===== src/rtl/dp_capture_pkg.sv =====
// Shared types and helpers for the datapath result capture block.
package dp_capture_pkg;

    localparam int DEFAULT_W = 32;

    function automatic int count_width(input int depth);
        return $clog2(depth + 1);
    endfunction

    typedef struct packed {
        logic signed [DEFAULT_W-1:0] x;
        logic signed [DEFAULT_W-1:0] z;
    } result_pair_t;

endpackage


===== src/rtl/dp_sync_fifo.sv =====
// Show-ahead synchronous FIFO: head is visible on rdata the cycle after it is written.
module dp_sync_fifo
    import dp_capture_pkg::*;
#(
    parameter int DW    = 64,
    parameter int DEPTH = 8,
    localparam int CW   = count_width(DEPTH),
    localparam int AW   = $clog2(DEPTH)
) (
    input  logic          Clk,
    input  logic          Rst,
    input  logic          push,
    input  logic          pop,
    input  logic [DW-1:0] wdata,
    output logic [DW-1:0] rdata,
    output logic [CW-1:0] count,
    output logic          full,
    output logic          empty
);

    logic [DW-1:0] mem [DEPTH];
    logic [AW-1:0] wr_ptr;
    logic [AW-1:0] rd_ptr;
    logic [CW-1:0] count_q;
    logic          do_push;
    logic          do_pop;

    assign full    = (count_q == CW'(DEPTH));
    assign empty   = (count_q == '0);
    assign count   = count_q;
    assign do_pop  = pop && !empty;
    // When full, a same-cycle pop frees the slot being overwritten (wr_ptr == rd_ptr).
    assign do_push = push && (!full || do_pop);
    assign rdata   = empty ? '0 : mem[rd_ptr];

    always_ff @(posedge Clk) begin
        if (do_push) begin
            mem[wr_ptr] <= wdata;
        end
    end

    always_ff @(posedge Clk) begin
        if (Rst) begin
            wr_ptr  <= '0;
            rd_ptr  <= '0;
            count_q <= '0;
        end else begin
            if (do_push) wr_ptr <= wr_ptr + AW'(1);
            if (do_pop)  rd_ptr <= rd_ptr + AW'(1);
            case ({do_push, do_pop})
                2'b10:   count_q <= count_q + CW'(1);
                2'b01:   count_q <= count_q - CW'(1);
                default: count_q <= count_q;
            endcase
        end
    end

endmodule


===== src/rtl/dp_result_capture.sv =====
// Aligns upstream x/z results with their launch and buffers them behind valid/ready.
// Optional DP_CAPTURE_STATS_EN adds captured/dropped counters.
module dp_result_capture
    import dp_capture_pkg::*;
#(
    parameter int LATENCY = 2,
    parameter int DEPTH   = 8,
    parameter int W       = 32
) (
    input  logic                          Clk,
    input  logic                          Rst,
    input  logic                          in_valid,
    input  logic signed [W-1:0]           x_in,
    input  logic signed [W-1:0]           z_in,
    output logic                          out_valid,
    input  logic                          out_ready,
    output logic signed [W-1:0]           out_x,
    output logic signed [W-1:0]           out_z,
    output logic [count_width(DEPTH)-1:0] count,
    output logic                          full,
    output logic                          empty,
    output logic                          drop
`ifdef DP_CAPTURE_STATS_EN
    ,
    output logic [31:0]                   captured_cnt,
    output logic [15:0]                   dropped_cnt
`endif
);

    // Handshake: a pair transfers in every cycle with out_valid && out_ready;
    // out_valid never depends on out_ready and the head holds while stalled.

    logic [LATENCY-1:0] tag;
    logic               push_req;
    logic               pop;
    logic               push;
    logic               drop_q;
    logic [2*W-1:0]     head;

    assign push_req  = tag[LATENCY-1];
    assign out_valid = !empty;
    assign pop       = out_valid && out_ready;
    assign push      = push_req && (!full || pop);
    assign drop      = drop_q;
    assign out_x     = head[2*W-1:W];
    assign out_z     = head[W-1:0];

    // Reset clears in-flight tags so pre-reset launches never land in the FIFO.
    always_ff @(posedge Clk) begin
        if (Rst) begin
            tag    <= '0;
            drop_q <= 1'b0;
        end else begin
            tag[0] <= in_valid;
            for (int i = 1; i < LATENCY; i++) begin
                tag[i] <= tag[i-1];
            end
            drop_q <= push_req && full && !pop;
        end
    end

    dp_sync_fifo #(
        .DW    (2*W),
        .DEPTH (DEPTH)
    ) u_fifo (
        .Clk   (Clk),
        .Rst   (Rst),
        .push  (push),
        .pop   (pop),
        .wdata ({x_in, z_in}),
        .rdata (head),
        .count (count),
        .full  (full),
        .empty (empty)
    );

`ifdef DP_CAPTURE_STATS_EN
    always_ff @(posedge Clk) begin
        if (Rst) begin
            captured_cnt <= '0;
            dropped_cnt  <= '0;
        end else begin
            if (push) captured_cnt <= captured_cnt + 32'd1;
            if (push_req && full && !pop && (dropped_cnt != 16'hFFFF)) begin
                dropped_cnt <= dropped_cnt + 16'd1;
            end
        end
    end
`endif

endmodule


===== config.mk =====
export PLATFORM = sky130hd
export DESIGN_NAME = dp_result_capture
export DESIGN_NICKNAME = d
export VERILOG_FILES = /design/src/rtl/dp_capture_pkg.sv /design/src/rtl/dp_sync_fifo.sv /design/src/rtl/dp_result_capture.sv
export SDC_FILE = /design/constraint.sdc
export NUM_CORES = 1
export LEC_CHECK = 0
export ABC_AREA = 1
export BUFFER_PORTS_ARGS = -buffer_cell sky130_fd_sc_hd__buf_2
export CAP_MARGIN = 20
export CORE_ASPECT_RATIO = 1.25
export CORE_MARGIN = 1.5
export CORE_UTILIZATION = 35
export CTS_CLUSTER_DIAMETER = 150
export DETAILED_ROUTE_END_ITERATION = 7
export GPL_TIMING_DRIVEN = 1
export SYNTH_ARGS = -nofsm -noshare
export SYNTH_HDL_FRONTEND = slang
export SYNTH_SLANG_ARGS = --single-unit

===== constraint.sdc =====
create_clock -name Clk -period 5.42 [get_ports Clk]
set_input_delay 0.271 -clock Clk [delete_from_list [all_inputs] [get_ports Clk]]
set_output_delay 0.271 -clock Clk [all_outputs]
set_load 0.05 [all_outputs]

* Yosys cells after proc, flatten, opt, wreduce, memory -nomap -nowiden
Memory sizes are Yosys's and may differ from the RTL's. A register that Yosys moved wholly into a read port is not among the register bits.
Cells that the tools add are included.
** Storage, ports and cells
- Register bits after elaboration :: 13
- Bits in latches :: 0
- Memory bits (writable) :: 512
- Bits in read-only memories :: 0
- Input port bits :: 68
- Logic and storage cells :: 32
- Memories kept :: 1
** Operators by class
- Add/sub/neg operators :: 4
- Multiply operators :: 0
- Div/mod/pow operators :: 0
- Magnitude comparators :: 0
- Eq/ne operators :: 3
- Shift-type cells :: 0
- Multiplexer cells :: 6
- Bitwise gates (word level) :: 0
- Reduce and logical (&&, ||, !) cells :: 13
** Memory list
- u_fifo.mem :: words 8, width 64, read ports 1, clocked after Yosys merged registers in 1, wr ports 1, RTL line dp_sync_fifo.sv:21 : logic [DW-1:0] mem [DEPTH];
** Operators by type and width (count)
- $mux 64 :: 1
- $pmux 4 s2 :: 1
- $add 3x1->3 const B :: 2
- $logic_and 1x1->1 :: 6
- $mux 3 :: 2
- $add 4x1->4 const B :: 1
- $eq 4x4->1 const B :: 1
- $logic_not 4->1 :: 1
- $sub 4x1->4 const B :: 1
- $logic_not 1->1 :: 3
- $eq 2x1->1 const B :: 1
- $eq 2x2->1 const B :: 1
- $logic_or 1x1->1 :: 2
- $mux 1 :: 2
- $reduce_bool 2->1 :: 1

* Logic depth before layout (Yosys ltp)
- Depth after elaboration :: 8
- Mapped depth :: 14

* Hierarchy
Synthesis repeated with hierarchy kept, for this count alone.
** Second synthesis, totals
- Cells, all modules :: 1556
- Area, all modules :: 20767.4 sq um
** Modules (own cells, without submodules)
- dp_sync_fifo :: instances 1, cells an instance 1540, area an instance 20641.0 sq um, seq. area each 15635.0 sq um
- dp_result_capture :: instances 1, cells an instance 16, area an instance 126.4 sq um, seq. area each 60.1 sq um

* Least setup slack after synthesis
Ideal clock, no wire load.
- Path kind :: register -> register
- Start point :: register u_fifo.count_q[2], in the netlist u_fifo.count[2]
- End point :: memory u_fifo.mem[0][0] (enable)
- Setup time :: 486 ps
- Data arrival time :: 4117 ps
- Data required time :: 4934 ps
- Setup slack :: 817 ps
- Cell stages (with the launch flop) :: 6
- Path buffers :: 0
- Cell sequence :: dfxtp_1 > inv_1 > nand4_1 > nand2_1 > or2_2 > nor2_1
** Between the ends
- Cells in the longest elaborated chain, start to end :: 8
- Elaborated cells between the ends (all ways) :: 12
- Those cells by class :: eq/ne: 1; mux: 2; reduce/logical: 9
** RTL lines
- start: declaration :: RTL line dp_sync_fifo.sv:24 : logic [CW-1:0] count_q;
- start signal: assignment :: RTL line dp_sync_fifo.sv:51 : 2'b10: count_q <= count_q + CW'(1);
- start signal: assignment :: RTL line dp_sync_fifo.sv:52 : 2'b01: count_q <= count_q - CW'(1);
- start signal: assignment :: RTL line dp_sync_fifo.sv:53 : default: count_q <= count_q;
- $logic_not 4->1 :: RTL line dp_sync_fifo.sv:29 : assign empty = (count_q == '0);
- $logic_not 1->1 :: RTL line dp_sync_fifo.sv:31, dp_result_capture.sv:41
- $logic_and 1x1->1 :: RTL line dp_result_capture.sv:42 : assign pop = out_valid && out_ready;
- $logic_or 1x1->1 / $logic_and 1x1->1 (equally long branches) :: RTL line dp_result_capture.sv:43, dp_sync_fifo.sv:31
- $logic_and 1x1->1 / $logic_or 1x1->1 (equally long branches) :: RTL line dp_result_capture.sv:43, dp_sync_fifo.sv:33
- $logic_and 1x1->1 (*) :: RTL line dp_sync_fifo.sv:33 : assign do_push = push && (!full || do_pop);
- $mux 1 (*) :: RTL line dp_sync_fifo.sv:37 : if (do_push) begin
- $mux 1 (not written as such) (*) :: RTL line dp_sync_fifo.sv:38 : mem[wr_ptr] <= wdata;
- end: declaration :: RTL line dp_sync_fifo.sv:21
Every way passes the cells marked *; elsewhere a longest branch is shown, timed or not.

==> flow_summary.rst <==
.. list-table::
   :header-rows: 1

   * - Metric
     - Value
   * - Global router's overall resource usage
     - 0.160
   * - Synthesis-to-finish area growth
     - 17.8%
   * - Skew-Pair Late Insertion Delay
     - 0.58 ns
   * - CTS H-Tree Depth
     - 2
   * - Post-cts gate resize count
     - 0
   * - Outcome
     - complete, but fails checks
   * - Core Box Area
     - 58500 sq um
   * - Critical path's largest stage delay
     - 0.82 ns
   * - Clock Pin Slew Worst Setup and Hold Paths
     - 0.07 ns
   * - Maximum frequency from static timing analysis
     - 244 MHz
   * - Pin count of the biggest net entering global routing
     - 138
   * - Setup violation total in the final timing report
     - 0
   * - Post-route clock skew
     - 0.0225 ns
   * - Type of the worst min-delay path
     - in2reg
   * - Endpoint required time on the critical path
     - 5.15 ns
   * - Routed WL
     - 49500 um
   * - Count of buffers from port buffering
     - 139
   * - Startpoint type of the worst setup path
     - flop
   * - Number of violations reported at the end of detailed-routing iteration 0
     - 881
   * - Shortest period the worst path allows
     - 4.09 ns
   * - Number of storage elements in the synthesis netlist
     - 528
   * - Cell at the root of the clock tree
     - clkbuf_16
   * - Via density per instance
     - 5.09
   * - Global-route wire length before repair
     - 75900 um
   * - Clock Path Buffers
     - 3
   * - Clock net sink count
     - 528
   * - Width of the die
     - 221 um
   * - Congestion Overflow GR
     - 0
   * - Max-slew headroom at the worst pin
     - 0.269
   * - Post-synth cell types
     - 24
   * - Post-route antenna net violation count
     - 0
   * - Overall die area
     - 60800 sq um
   * - Total count of hold-check failures in the final report
     - 0
   * - Synthesized area
     - 20800 sq um
   * - Vias in the first global route
     - 13200
   * - Half-perimeter wire length after placement
     - 26900 um
   * - Wirelength per Cell
     - 19.1 um
   * - Standby leakage power
     - 8.40 nW
   * - Portion of the clock cycle consumed by the worst path in the final layout
     - 0.755
   * - Iteration count of the initial detailed-routing pass
     - 8
   * - CP dominant cell by count
     - nor2_1
   * - Worst vdd rail ir drop
     - 0.000387 V
   * - Sequential share of the synthesized area
     - 0.756
   * - Most frequent standard cell in the layout excluding fill and tap cells
     - edfxtp_1
   * - Arrival @ worst endpoint
     - 3.82 ns
   * - DRC
     - 7
   * - Setup TNS
     - 0 ns
   * - Setup repair after global routing missed its margin
     - no
   * - Top-level I/O count
     - 140
   * - Die extent in y
     - 275 um
   * - Routability-driven placement congestion ratio
     - 0.736
   * - Final antenna diode count
     - 0
   * - Violated checks
     - design-rule violations
   * - Top library cells by usage in the layout, fill and taps aside
     - 512 x edfxtp_1, 461 x nor2_1, 262 x o21ai_0
   * - Yosys Warn Count
     - 0
   * - Placed cell areas
     - 22200 sq um
   * - Initial Utilization
     - 0.355
   * - Final std cell area, no fill
     - 24500 sq um
   * - Mapped Cells
     - 1620
   * - Worst path cell trace
     - inv_6 > buf_4 > o21ai_0 > o22ai_1 > nor2_1 > nor2_1 > buf_2
   * - Total power density per cell area
     - 533 nW/um^2
   * - Synth Area per Inst
     - 12.8 sq um
   * - Worst Tran Pin Value
     - 1.10 ns
   * - Slew Limit Fails
     - 0
   * - Detailed-route via count
     - 13200
   * - Crit Path Max Fanout
     - 137
   * - Post-layout net count
     - 1869
   * - CP Buf/Inv Count
     - 3
   * - Antenna violations before repair
     - 2
   * - WS Path Type
     - reg2out
   * - CTS buffer count
     - 50
   * - CP delay by family, top
     - buffers and inverters
   * - Ratio of cells with drive above 1 in the final layout
     - 0.138
   * - Element type at the critical path end
     - primary output
   * - Placement row count
     - 99
   * - MaxCap Viol Count
     - 0
   * - Synthesized net count
     - 1693
   * - Slowest cell on the critical path
     - inv_6
   * - CTS tree
     - yes
==> through the flow <==
stage	instances	setup WS [ns]	hold WS, ns	utilization	total power, mW
floorplan	1620	0.817	0.340	-	8.37
global placement	2431	1.84	0.404	0.378	9.66
detailed placement	2433	1.88	0.403	0.379	9.73
CTS	2592	1.26	0.00224	0.418	13.2
global route	2594	1.03	0.0142	0.418	13.7
finish	2594	1.33	0.0222	0.418	13.0
==> final timing paths <==
kind	startpoint	to	slack, ns	cells after the start
setup / recovery	flop	out_x[22]	1.33	7
hold / removal	x_in[30]	u_fifo.mem[7][62]	0.02	1
setup reg to reg	u_fifo.count[1]	u_fifo.mem[1][16]	2.36	7
hold reg to reg	tag[0]	tag[1]	0.41	2
==> flip-flops by register name (all words and copies together), names as in the netlist, named ones only <==
name           cells
drop               1
tag                2
u_fifo.count       4
u_fifo.mem       512
u_fifo.rd_ptr      3
u_fifo.wr_ptr      3
==> metal layers <==
layer | wire [um] | vias to the layer above | GRT usage
li1 | - | 6210 | -
met1 | 21000 | 6540 | 0.202
met2 | 24800 | 347 | 0.279
met3 | 2340 | 93 | 0.0248
met4 | 1310 | 4 | 0.0581
met5 | 17 | - | 0
==> cell type report <==
cell class              count  area, sq um
clock inverters            38          328
inverters                  20         80.1
fillers                  5299        34000
well taps                 757          947
flip-flops and latches    528        15700
multi-input cells         968         4520
clock buffers              55         1270
repair buffers            228         1610
==> Yosys cell counts <==
cell type,n,area [sq um]
a21oi_1,8,40.0
buf_1,7,26.3
buf_12,1,20.0
buf_2,15,75.1
buf_4,6,45.0
buf_6,13,146
clkbuf_1,61,229
clkbuf_2,1,5.00
dfxtp_1,16,320
edfxtp_1,512,15400
ha_1,5,62.6
inv_1,18,67.6
inv_2,2,7.51
nand2_1,85,319
nand3_1,5,25.0
nand4_1,1,6.26
nor2_1,469,1760
nor4_1,1,6.26
o211ai_1,64,480
o21ai_0,262,1310
o22ai_1,64,400
or2_2,1,6.26
xnor2_1,2,17.5
xor2_1,1,8.76
==> worst reg2reg max path, delay by kind of cell, from the launching register on <==
kind / cells / cell delay [ns]
simple gates: 5 / 1.29
buf+inv: 2 / 0.87
flops: 1 / 0.45
==> cell families (layout without fill, tap and decap cells) <==
family          after synthesis  count (layout)  synth area share
buf+inv                     124             341            0.0300
xor+xnor                      3               3           0.00127
simple gates                562             562             0.102
flops                       528             528             0.756
fa+ha+maj                     5               5           0.00301
compound gates              398             398             0.108
==> power breakdown <==
part / total [mW] / switching (mW) / internal (mW)
Clock: 3.39 / 1.50 / 1.90
Sequential: 4.75 / 0.206 / 4.54
Combinational: 4.89 / 3.76 / 1.13
Total: 13.0 / 5.47 / 7.56
==> timing repair <==
action,in CTS,in global routing
endpoints found under the hold margin,497,0
buffers inserted,0,0
hold buffers,66,0
Power figures use the tool's default switching activity.
